### src/rtl/tile_pick_encoder_if.sv
// rtl/tile_pick_encoder_if.sv - tile button / pick strobe bundle between board inputs, encoder and data path
interface tile_pick_encoder_if;
    logic [15:0] btn;
    logic        enable;
    logic [3:0]  position_data;
    logic        A;
    logic        busy;

    // Encoder side: consumes buttons and enable, produces the pick
    modport master (
        input  btn,
        input  enable,
        output position_data,
        output A,
        output busy
    );

    // Board / consumer side
    modport slave (
        output btn,
        output enable,
        input  position_data,
        input  A,
        input  busy
    );
endinterface

### src/rtl/tile_pick_encoder.sv
// rtl/tile_pick_encoder.sv - debounced 16-button tile pick encoder with one-cycle A strobe (optional PICK_REPEAT_BLOCK_EN)
module tile_pick_encoder #(
    parameter int DEBOUNCE_CYCLES = 16
) (
    input  logic                 clk,
    input  logic                 rst,
    tile_pick_encoder_if.master  pick_if
);
    localparam int               CW      = $clog2(DEBOUNCE_CYCLES);
    localparam logic [CW-1:0]    CNT_MAX = CW'(DEBOUNCE_CYCLES - 1);

    typedef enum logic [1:0] {
        IDLE    = 2'd0,
        SETTLE  = 2'd1,
        EMIT    = 2'd2,
        RELEASE = 2'd3
    } state_t;

    state_t         state_q, state_d;
    logic [15:0]    sync1_q, sync2_q;
    logic [15:0]    val_q, val_d;
    logic [3:0]     cand_q, cand_d;
    logic [3:0]     pos_q, pos_d;
    logic [CW-1:0]  cnt_q, cnt_d;
    logic [CW-1:0]  cnt_inc;
    logic [3:0]     cand_w;
    logic [15:0]    btn_s;
    logic           accept_w;
`ifdef PICK_REPEAT_BLOCK_EN
    logic [3:0]     last_q, last_d;
    logic           last_vld_q, last_vld_d;
`endif

    assign btn_s   = sync2_q;
    assign cnt_inc = (cnt_q == {CW{1'b1}}) ? cnt_q : cnt_q + CW'(1);

    // Two-flop synchronizer for the asynchronous button lines
    always_ff @(posedge clk or posedge rst) begin
        if (rst) begin
            sync1_q <= '0;
            sync2_q <= '0;
        end else begin
            sync1_q <= pick_if.btn;
            sync2_q <= sync1_q;
        end
    end

    // Lowest set button wins; scanning downward lets the lowest index overwrite
    always_comb begin
        cand_w = 4'd0;
        for (int i = 15; i >= 0; i--) begin
            if (btn_s[i]) begin
                cand_w = 4'(i);
            end
        end
    end

    // Repeat filter: a press of the tile just picked is not started from IDLE
    always_comb begin
        accept_w = 1'b1;
`ifdef PICK_REPEAT_BLOCK_EN
        if (last_vld_q && (cand_w == last_q)) begin
            accept_w = 1'b0;
        end
`endif
    end

    // Next-state and datapath updates for the debounce / emit / release sequence
    always_comb begin
        state_d = state_q;
        cnt_d   = cnt_q;
        val_d   = val_q;
        cand_d  = cand_q;
        pos_d   = pos_q;
`ifdef PICK_REPEAT_BLOCK_EN
        last_d     = last_q;
        last_vld_d = last_vld_q;
`endif
        case (state_q)
            IDLE: begin
                if (pick_if.enable && (btn_s != 16'd0) && accept_w) begin
                    val_d   = btn_s;
                    cand_d  = cand_w;
                    cnt_d   = '0;
                    state_d = SETTLE;
                end
            end
            SETTLE: begin
                if ((btn_s == 16'd0) || !pick_if.enable) begin
                    state_d = IDLE;
                end else if (btn_s != val_q) begin
                    // Button set moved while settling: restart on the new value
                    val_d  = btn_s;
                    cand_d = cand_w;
                    cnt_d  = '0;
                end else if (cnt_q == CNT_MAX) begin
                    pos_d   = cand_q;
                    state_d = EMIT;
`ifdef PICK_REPEAT_BLOCK_EN
                    last_d     = cand_q;
                    last_vld_d = 1'b1;
`endif
                end else begin
                    cnt_d = cnt_inc;
                end
            end
            EMIT: begin
                cnt_d   = '0;
                state_d = RELEASE;
            end
            RELEASE: begin
                if (btn_s != 16'd0) begin
                    cnt_d = '0;
                end else if (cnt_q == CNT_MAX) begin
                    state_d = IDLE;
                end else begin
                    cnt_d = cnt_inc;
                end
            end
            default: begin
                state_d = IDLE;
            end
        endcase
    end

    // State and datapath registers; reset drops any pending pick
    always_ff @(posedge clk or posedge rst) begin
        if (rst) begin
            state_q <= IDLE;
            cnt_q   <= '0;
            val_q   <= '0;
            cand_q  <= '0;
            pos_q   <= '0;
        end else begin
            state_q <= state_d;
            cnt_q   <= cnt_d;
            val_q   <= val_d;
            cand_q  <= cand_d;
            pos_q   <= pos_d;
        end
    end

`ifdef PICK_REPEAT_BLOCK_EN
    // Last emitted tile, remembered to suppress an immediate repeat
    always_ff @(posedge clk or posedge rst) begin
        if (rst) begin
            last_q     <= '0;
            last_vld_q <= 1'b0;
        end else begin
            last_q     <= last_d;
            last_vld_q <= last_vld_d;
        end
    end
`endif

    assign pick_if.A             = (state_q == EMIT);
    assign pick_if.busy          = (state_q != IDLE);
    assign pick_if.position_data = pos_q;

endmodule

### src/flat_wrapper.sv
// flat-port wrapper written by rule: the top's interface ports become plain ports
module tile_pick_encoder_flat 
#(
    parameter int DEBOUNCE_CYCLES = 16
)
  (clk, rst, pick_if_btn, pick_if_enable, pick_if_position_data, pick_if_A, pick_if_busy);
  tile_pick_encoder_if pick_if_i ();
  input  logic clk;
  input  logic rst;
  input wire logic [$bits(pick_if_i.btn)-1:0] pick_if_btn;
  input wire logic [$bits(pick_if_i.enable)-1:0] pick_if_enable;
  output wire logic [$bits(pick_if_i.position_data)-1:0] pick_if_position_data;
  output wire logic [$bits(pick_if_i.A)-1:0] pick_if_A;
  output wire logic [$bits(pick_if_i.busy)-1:0] pick_if_busy;
  assign pick_if_i.btn = pick_if_btn;
  assign pick_if_i.enable = pick_if_enable;
  assign pick_if_position_data = pick_if_i.position_data;
  assign pick_if_A = pick_if_i.A;
  assign pick_if_busy = pick_if_i.busy;
  tile_pick_encoder #(.DEBOUNCE_CYCLES(DEBOUNCE_CYCLES)) u_core (.clk(clk), .rst(rst), .pick_if(pick_if_i));
endmodule
### config.mk
export PLATFORM = sky130hd
export DESIGN_NAME = tile_pick_encoder_flat
export DESIGN_NICKNAME = d
export VERILOG_FILES = /design/src/rtl/tile_pick_encoder_if.sv /design/src/rtl/tile_pick_encoder.sv /design/src/flat_wrapper.sv
export SDC_FILE = /design/constraint.sdc
export NUM_CORES = 1
export LEC_CHECK = 0
export ABC_AREA = 1
export CAP_MARGIN = 40
export CORE_MARGIN = 3
export CORE_UTILIZATION = 53
export CTS_BUF_LIST = sky130_fd_sc_hd__clkbuf_4
export DETAILED_ROUTE_END_ITERATION = 16
export PLACE_DENSITY = 0.76
export REMOVE_ABC_BUFFERS = 1
export SETUP_SLACK_MARGIN = 0.2
export SLEW_MARGIN = 20
export SYNTH_ARGS = -nofsm -noshare
export SYNTH_HDL_FRONTEND = slang
export SYNTH_SLANG_ARGS = --single-unit
export TNS_END_PERCENT = 1
### constraint.sdc
create_clock -name clk -period 1.85 [get_ports clk]
set_clock_uncertainty 0.15 [all_clocks]
set_input_delay 0.2775 -clock clk [delete_from_list [all_inputs] [get_ports clk]]
set_output_delay 0.2775 -clock clk [all_outputs]
set_load 0.01 [all_outputs]
==> results of run 1 <==
## power groups by stage
| stage | registers (mW) | logic, mW | clock network [mW] |
|---|---|---|---|
| global placement | 1.52 | 0.357 | 0 |
| detailed placement | 1.52 | 0.367 | 0 |
| global route | 1.51 | 0.420 | 0.754 |
| finish | 1.50 | 0.377 | 0.664 |
| floorplan | 1.51 | 0.236 | 0 |
| CTS | 1.50 | 0.378 | 0.699 |
## worst paths after layout
path	startpoint	endpoint	slack (ps)	depth (start not counted)
worst max-delay path	u_core.val_q[14]	u_core.pick_if.position_data[2]	10	9
worst min-delay path	rst	u_core.sync1_q[8]	130	3
worst max register to register	u_core.val_q[14]	u_core.pick_if.position_data[2]	10	9
worst min register to register	u_core.sync1_q[2]	u_core.btn_s[2]	200	0
max in group asynchronous	rst	u_core.btn_s[0]	1170	3
min in group clk	pick_if_btn[9]	u_core.sync1_q[9]	170	1
## logic make-up after synthesis
| kind of cell | after synthesis |
|---|---|
| compound gates | 29 |
| xor+xnor | 13 |
| fa+ha+maj | 1 |
| buf+inv | 24 |
| flops | 62 |
| mux | 1 |
| simple gates | 116 |
## metal layers
layer | global-route usage, % | up-vias | part of all wire (%)
li1 | - | 876 | -
met2 | 27.08 | 38 | 50
met4 | 11.07 | 0 | 1.4
met5 | 0 | - | 0
met3 | 4.005 | 6 | 4.4
met1 | 22.28 | 795 | 44
## worst register-to-register path, cell delays in order, from the launching register on
cell     delay, ps
dfrtp_1        400
or2_0          220
a21oi_1        150
nand3_1        100
nor3_2         180
nand2_1        150
nor2_4         150
nand2_2        110
nand2_1         90
o21ai_2         50
## synthesized netlist by cell type
master and number:
nor3_2 1, nor2_1 18, nand2_4 2, nand2_1 65, nand2_2 1, nor2_4 1, nand3_2 1, inv_2 1
o21ai_1 5, mux2i_1 1, nand4_1 2, or2_0 1, nor3_4 1, buf_8 1, nor3_1 2, buf_6 1
dfrtp_1 62, o311ai_0 1, a21boi_0 1, buf_12 1, xor2_1 2, inv_1 20, o21ai_2 13, xnor2_1 11
ha_1 1, a31oi_1 1, nor2_2 1, or2_2 2, nand3_1 17, or2_1 1, a21oi_1 4, o21ai_0 4
## sequential cells by signal (all words and copies together), names as in the netlist, named ones only
| register | cells |
|---|---|
| u_core.btn_s | 16 |
| u_core.val_q | 16 |
| u_core.cand_q | 4 |
| u_core.state_q | 1 |
| u_core.pick_if.position_data | 4 |
| u_core.cnt_q | 4 |
| u_core.sync1_q | 16 |
## final cells by class
cell class,count,share of cell area (%)
Clock buffer,9,2.219
Clock inverter,4,0.5752
Inverter,21,2.588
Multi-Input combinational cell,160,29.21
Sequential cell,62,50.95
Tap cell,52,2.136
Timing Repair Buffer,37,12.33
## repair_timing
| action | CTS | global route |
|---|---|---|
| setup endpoints to repair | 36 | 36 |
| buffers inserted | 1 | 0 |
| gates resized for setup | 4 | 17 |
==> results.ini, run 1 <==
[status]
status = finished clean

[critical_path]
crit_top_cell = nand2_1
crit_required_ps = 1980
worst_setup_path_start_kind = register
end_kind = register
path_cells = or2_0 > a21oi_1 > nand3_1 > nor3_2 > nand2_1 > nor2_4 > nand2_2 > nand2_1 > o21ai_2
critical_path_class = reg2reg
cp_max_fo = 6
critPathBufInv = 0
arrival_ps = 1970
max_stage_delay_ps = 400
cp_slowest_cell = dfrtp_1
crit_family = simple AND/OR/NAND/NOR gates

[clocking]
cts_tree = built
cts_sinks = 62
htree_levels = 3
path_clk_slew_ps = 90
hold_buffers = 0
cts_buffer_depth = 2
clkLatencyLatePin_ps = 380
cts-root-buf = clkbuf_4
cts_made_buffers = 9

[routing]
routed_via_density = 4.971
drtAntennaViolNets = 0
drt_first_pass_iters = 4
wl_per_cell_um = 12.06
dr.first_iter.drc_count = 74
drc = 0
vias = 1715
routed_wirelength_mm = 4.159

[global_routing]
grt_usage_pct = 17.51
grt_start_max_net_pins = 63
antenna_found_initial = 0
grt_pass1_wl_mm = 7.182
grt_pass1_vias = 1629
grt_overflow = 0

[power_and_ir_drop]
finalPower_mw = 2.541
leakagePower_nw = 1.498
peakVddDrop_mv = 0.6132
switchingPower_mw = 0.6809
power.internal_mw = 1.860
switching_share_pct = 26.80
powerDensity_mw_per_mm2 = 834.4
seq_power_share_pct = 59.1
combPwrFrac_pct = 14.8
clkPwrFrac_pct = 26.1

[placed_design]
hpwl_mm = 3.015
dp_slack_ps = 6.680
dpl-instance-area_mm2 = 0.002928
gp_congestion = 0.8229
dp.cells = 331
placement.io_buffers = 24

[logic_synthesis]
synth.distinct_cells = 32
yosysTopAreaCell = dfrtp_1
synth-adder-area-share_pct = 0.4924
synthSimpleGateAreaFrac_pct = 20.73
synthMuxAreaShare_pct = 0.3939
synth-compound-area-share_pct = 7.927
netlist_instances = 246
synth_top_family_by_area = simple AND/OR/NAND/NOR gates
ys_ff_latch = 62
synth_top_area_share_pct = 61.05
avgSynthCellArea_um2 = 10.33
synth_xor_area_share_pct = 4.481
netlist_top_cells_area = dfrtp_1 (61%), nand2_1 (9.6%), o21ai_2 (4.5%)
netlist_area_mm2 = 0.002541
seq_area_frac_synth_pct = 61.05
synth_warnings = 0

[floorplanning]
rows = 24
initial_core_util_pct = 56.42
ios = 25
die_height_um = 75.25
dieArea_mm2 = 0.005662
die_w_um = 75.25
core_mm2 = 0.004504

[cells_and_area]
stdcell_count = 345
antenna_cells = 0
fin_nets = 311
syn_to_final_growth_pct = 19.84
multi_input_comb_area_um2 = 889.6
seq_area_mm2 = 0.001551
final_cell_mix = dfrtp_1 (62), nand2_1 (61), clkdlybuf4s50_1 (18)
finalCoreUtilization_pct = 67.61
final_common_cell = dfrtp_1
stdcell_area_mm2 = 0.003045
n_fill_cell = 363
final_layout_size_suffix_gt1_share_pct = 21.16

[timing]
fin_tns_setup_ps = 0
clock.fmax_ghz = 0.5436
relSlewSlack_pct = 77.22
setup_viol = 0
hold_viol = 0
period_needed_ps = 1840
holdWs_ps = 129.0
drv_slew = 0
worst_pin_slew_ps = 338.2
rsz0062_at_grt = true
period_share_pct = 99.44
fin_ws_ps = 10.36

[run]
maxCapViolCount = 0

[min_path]
hold_class = in2async

Power figures use the tool's default switching activity.
==> run 2: changes to the inputs <==
Settings changed: REMOVE_ABC_BUFFERS 1 to default.
==> results.ini, run 2 (synthesis results as in run 1) <==
[cells_and_area]
final_common_cell = dfrtp_1  ; unchanged
final_layout_size_suffix_gt1_share_pct = 23.63  ; was 21.16%
antenna_cells = 0  ; unchanged
syn_to_final_growth_pct = 21.71  ; was 19.84%
final_cell_mix = dfrtp_1 (62), nand2_1 (56), clkdlybuf4s50_1 (18)  ; was dfrtp_1 (62), nand2_1 (61), clkdlybuf4s50_1 (18)
fin_nets = 309  ; was 311

[floorplanning]
core_mm2 = 0.004504  ; unchanged
die_w_um = 75.25  ; unchanged
rows = 24  ; unchanged
initial_core_util_pct = 56.42  ; unchanged
ios = 25  ; unchanged
dieArea_mm2 = 0.005662  ; unchanged
die_height_um = 75.25  ; unchanged

[clocking]
cts_made_buffers = 9  ; unchanged
htree_levels = 3  ; unchanged
cts_buffer_depth = 2  ; unchanged
cts-root-buf = clkbuf_4  ; unchanged
cts_sinks = 62  ; unchanged
path_clk_slew_ps = 90  ; about the same
hold_buffers = 0  ; unchanged
clkLatencyLatePin_ps = 390  ; was 380 ps
cts_tree = built  ; unchanged
cts_setup_buffers = 0  ; was 1

[routing]
routed_via_density = 5.041  ; was 4.971
wl_per_cell_um = 11.85  ; was 12.06 um
drt_first_pass_iters = 4  ; unchanged
routed_wirelength_mm = 4.076  ; was 4.159 mm
drc = 0  ; unchanged
dr.first_iter.drc_count = 112  ; was 74
drtAntennaViolNets = 0  ; unchanged
vias = 1734  ; was 1,715

[timing]
rsz0062_at_grt = true  ; unchanged
worst_pin_slew_ps = 291.2  ; was 338.2 ps
setup_viol = 1  ; was 0
relSlewSlack_pct = 80.34  ; was 77.22%
clock.fmax_ghz = 0.5354  ; was 0.5436 GHz
period_needed_ps = 1868  ; was 1840 ps
drv_slew = 0  ; unchanged
fin_tns_setup_ps = -17.81  ; was 0 ps
hold_viol = 0  ; unchanged
period_share_pct = 101.0  ; was 99.44%
fin_ws_ps = -17.81  ; was 10.36 ps

[critical_path]
crit_required_ps = 2020  ; was 1980 ps
arrival_ps = 2030  ; was 1970 ps
worst_setup_path_start_kind = register  ; unchanged
cp_max_fo = 7  ; was 6
critical_path_class = reg2reg  ; unchanged
end_kind = register  ; unchanged

[power_and_ir_drop]
leakagePower_nw = 1.513  ; was 1.498 nW
peakVddDrop_mv = 0.5440  ; was 0.6132 mV
powerDensity_mw_per_mm2 = 875.8  ; was 834.4 mW/mm2

[status]
status = finished with violations  ; was finished clean
violations = setup timing

[placed_design]
gp_congestion = 0.9096  ; was 0.8229
placement.io_buffers = 24  ; unchanged
dp_slack_ps = -4.503  ; was 6.680 ps
hpwl_mm = 3.011  ; was 3.015 mm

[global_routing]
grt_pass1_wl_mm = 6.955  ; was 7.182 mm
grt_overflow = 0  ; unchanged
grt_pass1_vias = 1597  ; was 1,629
grt_start_max_net_pins = 23  ; was 63
antenna_found_initial = 0  ; unchanged
grt_usage_pct = 16.97  ; was 17.51%

[min_path]
hold_class = in2async  ; unchanged

[logic_synthesis]
synth_nets = 266

[run]
maxCapViolCount = 0  ; unchanged

run 2: cell count changes in the layout (fill, tap and decap cells not counted), sizes merged:
cell,delta
clkinvlp,+1
clkinv,-2
bufinv,+1
buf,-2
inv,-1
clkbuf,+2
run 2: power breakdown:
group / internal, mW / switching (mW) / total, mW
Sequential: 1.44 / 0.0626 / 1.50
Combinational: 0.164 / 0.196 / 0.361
Clock: 0.420 / 0.425 / 0.845
Total: 2.03 / 0.684 / 2.71
run 2: layout make-up:
class	count	area, um2
clock buffers	11	82.58
clock inverters	3	37.54
fillers	348	1411
inverters	21	82.58
multi-input cells	160	909.6
flip-flops and latches	62	1551
well taps	52	65.06
repair buffers	35	364.1
run 2: worst paths after layout:
path                            slack (ps)              start  cells past startpoint                  to
max in group asynchronous             1080                rst                      3     u_core.val_q[9]
min in group clk                       170    pick_if_btn[15]                      1  u_core.sync1_q[15]
worst min-delay path                    30                rst                      2  u_core.sync1_q[15]
worst max-delay path                   -20   u_core.btn_s[14]                      9     u_core.val_q[3]
worst max register to register         -20   u_core.btn_s[14]                      9     u_core.val_q[3]
worst min register to register         200  u_core.sync1_q[1]                      0     u_core.btn_s[1]
run 2: worst max-delay path, stage by stage, from the launching register on:
cell	delay, ps
dfrtp_1	420
or2_0	210
a21oi_1	150
nand3_1	90
nor3_2	200
nand3_2	140
nand2_4	140
buf_4	170
nand2_1	70
o21ai_2	60
run 2: metal layers:
metal | track usage (%) | share of wire, % | vias up | wire length, um
met5 | 0 | 0 | - | 0
met4 | 8.155 | 2.0 | 0 | 82
met3 | 6.008 | 4.8 | 9 | 195
met2 | 25.92 | 47 | 29 | 1913
met1 | 21.63 | 46 | 823 | 1885
li1 | - | - | 873 | -
run 2: what timing repair did:
item | in CTS | in global routing
pin swaps | 0 | 2
endpoints found under the setup margin | 36 | 36
resized for setup | 9 | 23
run 2: per-stage QoR:
stage / power, mW / area (um2) / utilization (%) / cells / hold WS [ps]
3_3_place_gp: 1.881 / 2924 / 64.92 / 330 / 182.0
2_1_floorplan: 1.757 / 2545 / - / 246 / 158.9
5_1_grt: 2.866 / 3093 / 68.67 / 344 / 23.63
6_report: 2.709 / 3093 / 68.67 / 344 / 30.41
4_1_cts: 2.730 / 3057 / 67.86 / 344 / 23.08
3_5_place_dp: 1.890 / 2924 / 64.92 / 330 / 184.7
==> run 3: changes to the inputs <==
Settings changed: HOLD_SLACK_MARGIN from default to 0.05.
==> results.ini, run 3 (synthesis results as in run 1) <==
[status]
status = finished with violations  ; unchanged
violations = setup timing  ; unchanged

[timing]
period_share_pct = 101.0  ; unchanged
relSlewSlack_pct = 80.34  ; unchanged
fin_tns_setup_ps = -17.81  ; unchanged
worst_pin_slew_ps = 291.2  ; unchanged
clock.fmax_ghz = 0.5354  ; unchanged
hold_viol = 0  ; unchanged
fin_ws_ps = -17.81  ; unchanged
rsz0062_at_grt = true  ; unchanged
holdWs_ps = 165.4  ; was 30.41 ps
setup_viol = 1  ; unchanged
drv_slew = 0  ; unchanged
period_needed_ps = 1868  ; unchanged

[global_routing]
busiest_layer = met2  ; unchanged
grt_pass1_vias = 1597  ; unchanged
gr-usage-met2_pct = 25.92  ; unchanged
antenna_found_initial = 0  ; unchanged
grt_overflow = 0  ; unchanged
grt_pass1_wl_mm = 6.955  ; unchanged
grt_usage_pct = 16.97  ; unchanged
grt_util_met1_pct = 21.63  ; unchanged
met3_usage_pct = 6.008  ; unchanged
grt_start_max_net_pins = 23  ; unchanged

[power_and_ir_drop]
seq_power_share_pct = 55.5  ; about the same
clkPwrFrac_pct = 31.2  ; about the same
powerDensity_mw_per_mm2 = 873.5  ; was 875.8 mW/mm2
combPwrFrac_pct = 13.4  ; was 13.3%
switchingPower_mw = 0.6838  ; was 0.6835 mW
leakagePower_nw = 1.517  ; was 1.513 nW
power.internal_mw = 2.027  ; was 2.025 mW
switching_share_pct = 25.23  ; about the same
finalPower_mw = 2.711  ; was 2.709 mW
peakVddDrop_mv = 0.5440  ; unchanged

[min_path]
hold_class = in2reg  ; was in2async
whs_path_depth = 1

[cells_and_area]
final_common_cell = dfrtp_1  ; unchanged
finalCoreUtilization_pct = 68.89  ; was 68.67%
final_layout_size_suffix_gt1_share_pct = 23.55  ; was 23.63%
fin_nets = 310  ; was 309
syn_to_final_growth_pct = 22.11  ; was 21.71%
antenna_cells = 0  ; unchanged
final_cell_mix = dfrtp_1 (62), nand2_1 (56), clkdlybuf4s50_1 (18)  ; unchanged

[routing]
dr.first_iter.drc_count = 113  ; was 112
wl_per_cell_um = 11.84  ; was 11.85 um
drtAntennaViolNets = 0  ; unchanged
routed_via_density = 5.038  ; was 5.041
vias = 1738  ; was 1,734
drt_first_pass_iters = 4  ; unchanged
routed_wirelength_mm = 4.086  ; was 4.076 mm
drc = 0  ; unchanged

[floorplanning]
initial_core_util_pct = 56.42  ; unchanged
die_w_um = 75.25  ; unchanged
rows = 24  ; unchanged
ios = 25  ; unchanged
core_mm2 = 0.004504  ; unchanged
dieArea_mm2 = 0.005662  ; unchanged
die_height_um = 75.25  ; unchanged

[clocking]
cts_made_buffers = 9  ; unchanged
clkLatencyLatePin_ps = 390  ; about the same
cts_buffer_depth = 2  ; unchanged
htree_levels = 3  ; unchanged
cts_sinks = 62  ; unchanged
cts_tree = built  ; unchanged
cts-root-buf = clkbuf_4  ; unchanged
path_clk_slew_ps = 90  ; about the same

[placed_design]
placement.io_buffers = 24  ; unchanged
gp_congestion = 0.9096  ; unchanged
dp_slack_ps = -4.503  ; unchanged
hpwl_mm = 3.011  ; unchanged

[run]
maxCapViolCount = 0  ; unchanged

[critical_path]
critical_path_class = reg2reg  ; unchanged
reg2reg_depth = 9  ; unchanged
crit_required_ps = 2020  ; about the same
cp_max_fo = 7  ; unchanged
worst_setup_path_start_kind = register  ; unchanged
end_kind = register  ; unchanged
arrival_ps = 2030  ; about the same

[logic_synthesis]
synth_nets = 266  ; unchanged

run 3: cell count changes in the layout (fill, tap and decap cells not counted), sizes merged:
cell | previous run | this run
dlygate4sd3 | 0 | 1
run 3: power by group through the flow:
| stage | logic, mW | clock network, mW | registers (mW) |
|---|---|---|---|
| finish | 0.362 | 0.845 | 1.50 |
| detailed placement | 0.367 | 0 | 1.52 |
| CTS | 0.364 | 0.869 | 1.50 |
| global placement | 0.361 | 0 | 1.52 |
| global route | 0.410 | 0.946 | 1.51 |
| floorplan | 0.248 | 0 | 1.51 |
run 3: stage by stage:
stage / std cells / area [um2]
floorplan: 246 / 2545
global placement: 330 / 2924
detailed placement: 330 / 2924
CTS: 345 / 3067
global route: 345 / 3103
finish: 345 / 3103
run 3: area by class of cell:
cell class                      count  area [um2]
Sequential cell                    62        1551
Fill cell                         347        1401
Multi-Input combinational cell    160       909.6
Timing Repair Buffer               36       374.1
Clock buffer                       11       82.58
Inverter                           21       82.58
Tap cell                           52       65.06
Clock inverter                      3       37.54
run 3: layer usage:
metal,up-vias,wire (um)
met5,-,0
met4,0,82
met3,9,194
met2,29,1922
met1,825,1887
li1,875,-
run 3: worst max-delay path, stage by stage (launching register included):
cell	delay, ps
dfrtp_1	420
or2_0	210
a21oi_1	150
nand3_1	90
nor3_2	200
nand3_2	140
nand2_4	140
buf_4	170
nand2_1	70
o21ai_2	60
run 3: path summary, 6_finish.rpt:
kind / from / endpoint / slack (ps)
worst max register to register: u_core.btn_s[14] / u_core.val_q[3] / -20
worst min-delay path: pick_if_btn[15] / u_core.sync1_q[15] / 170
min in group asynchronous: rst / u_core.sync1_q[15] / 590
worst max-delay path: u_core.btn_s[14] / u_core.val_q[3] / -20
max in group asynchronous: rst / u_core.val_q[9] / 520
worst min register to register: u_core.sync1_q[1] / u_core.btn_s[1] / 200
run 3: timing repair:
item / in CTS / in global routing
endpoints found under the hold margin: 9 / 0
pin swaps: 0 / 2
hold buffers: 1 / 0
endpoints found under the setup margin: 36 / 36
gates resized for setup: 9 / 23
setup buffers: 0 / 0
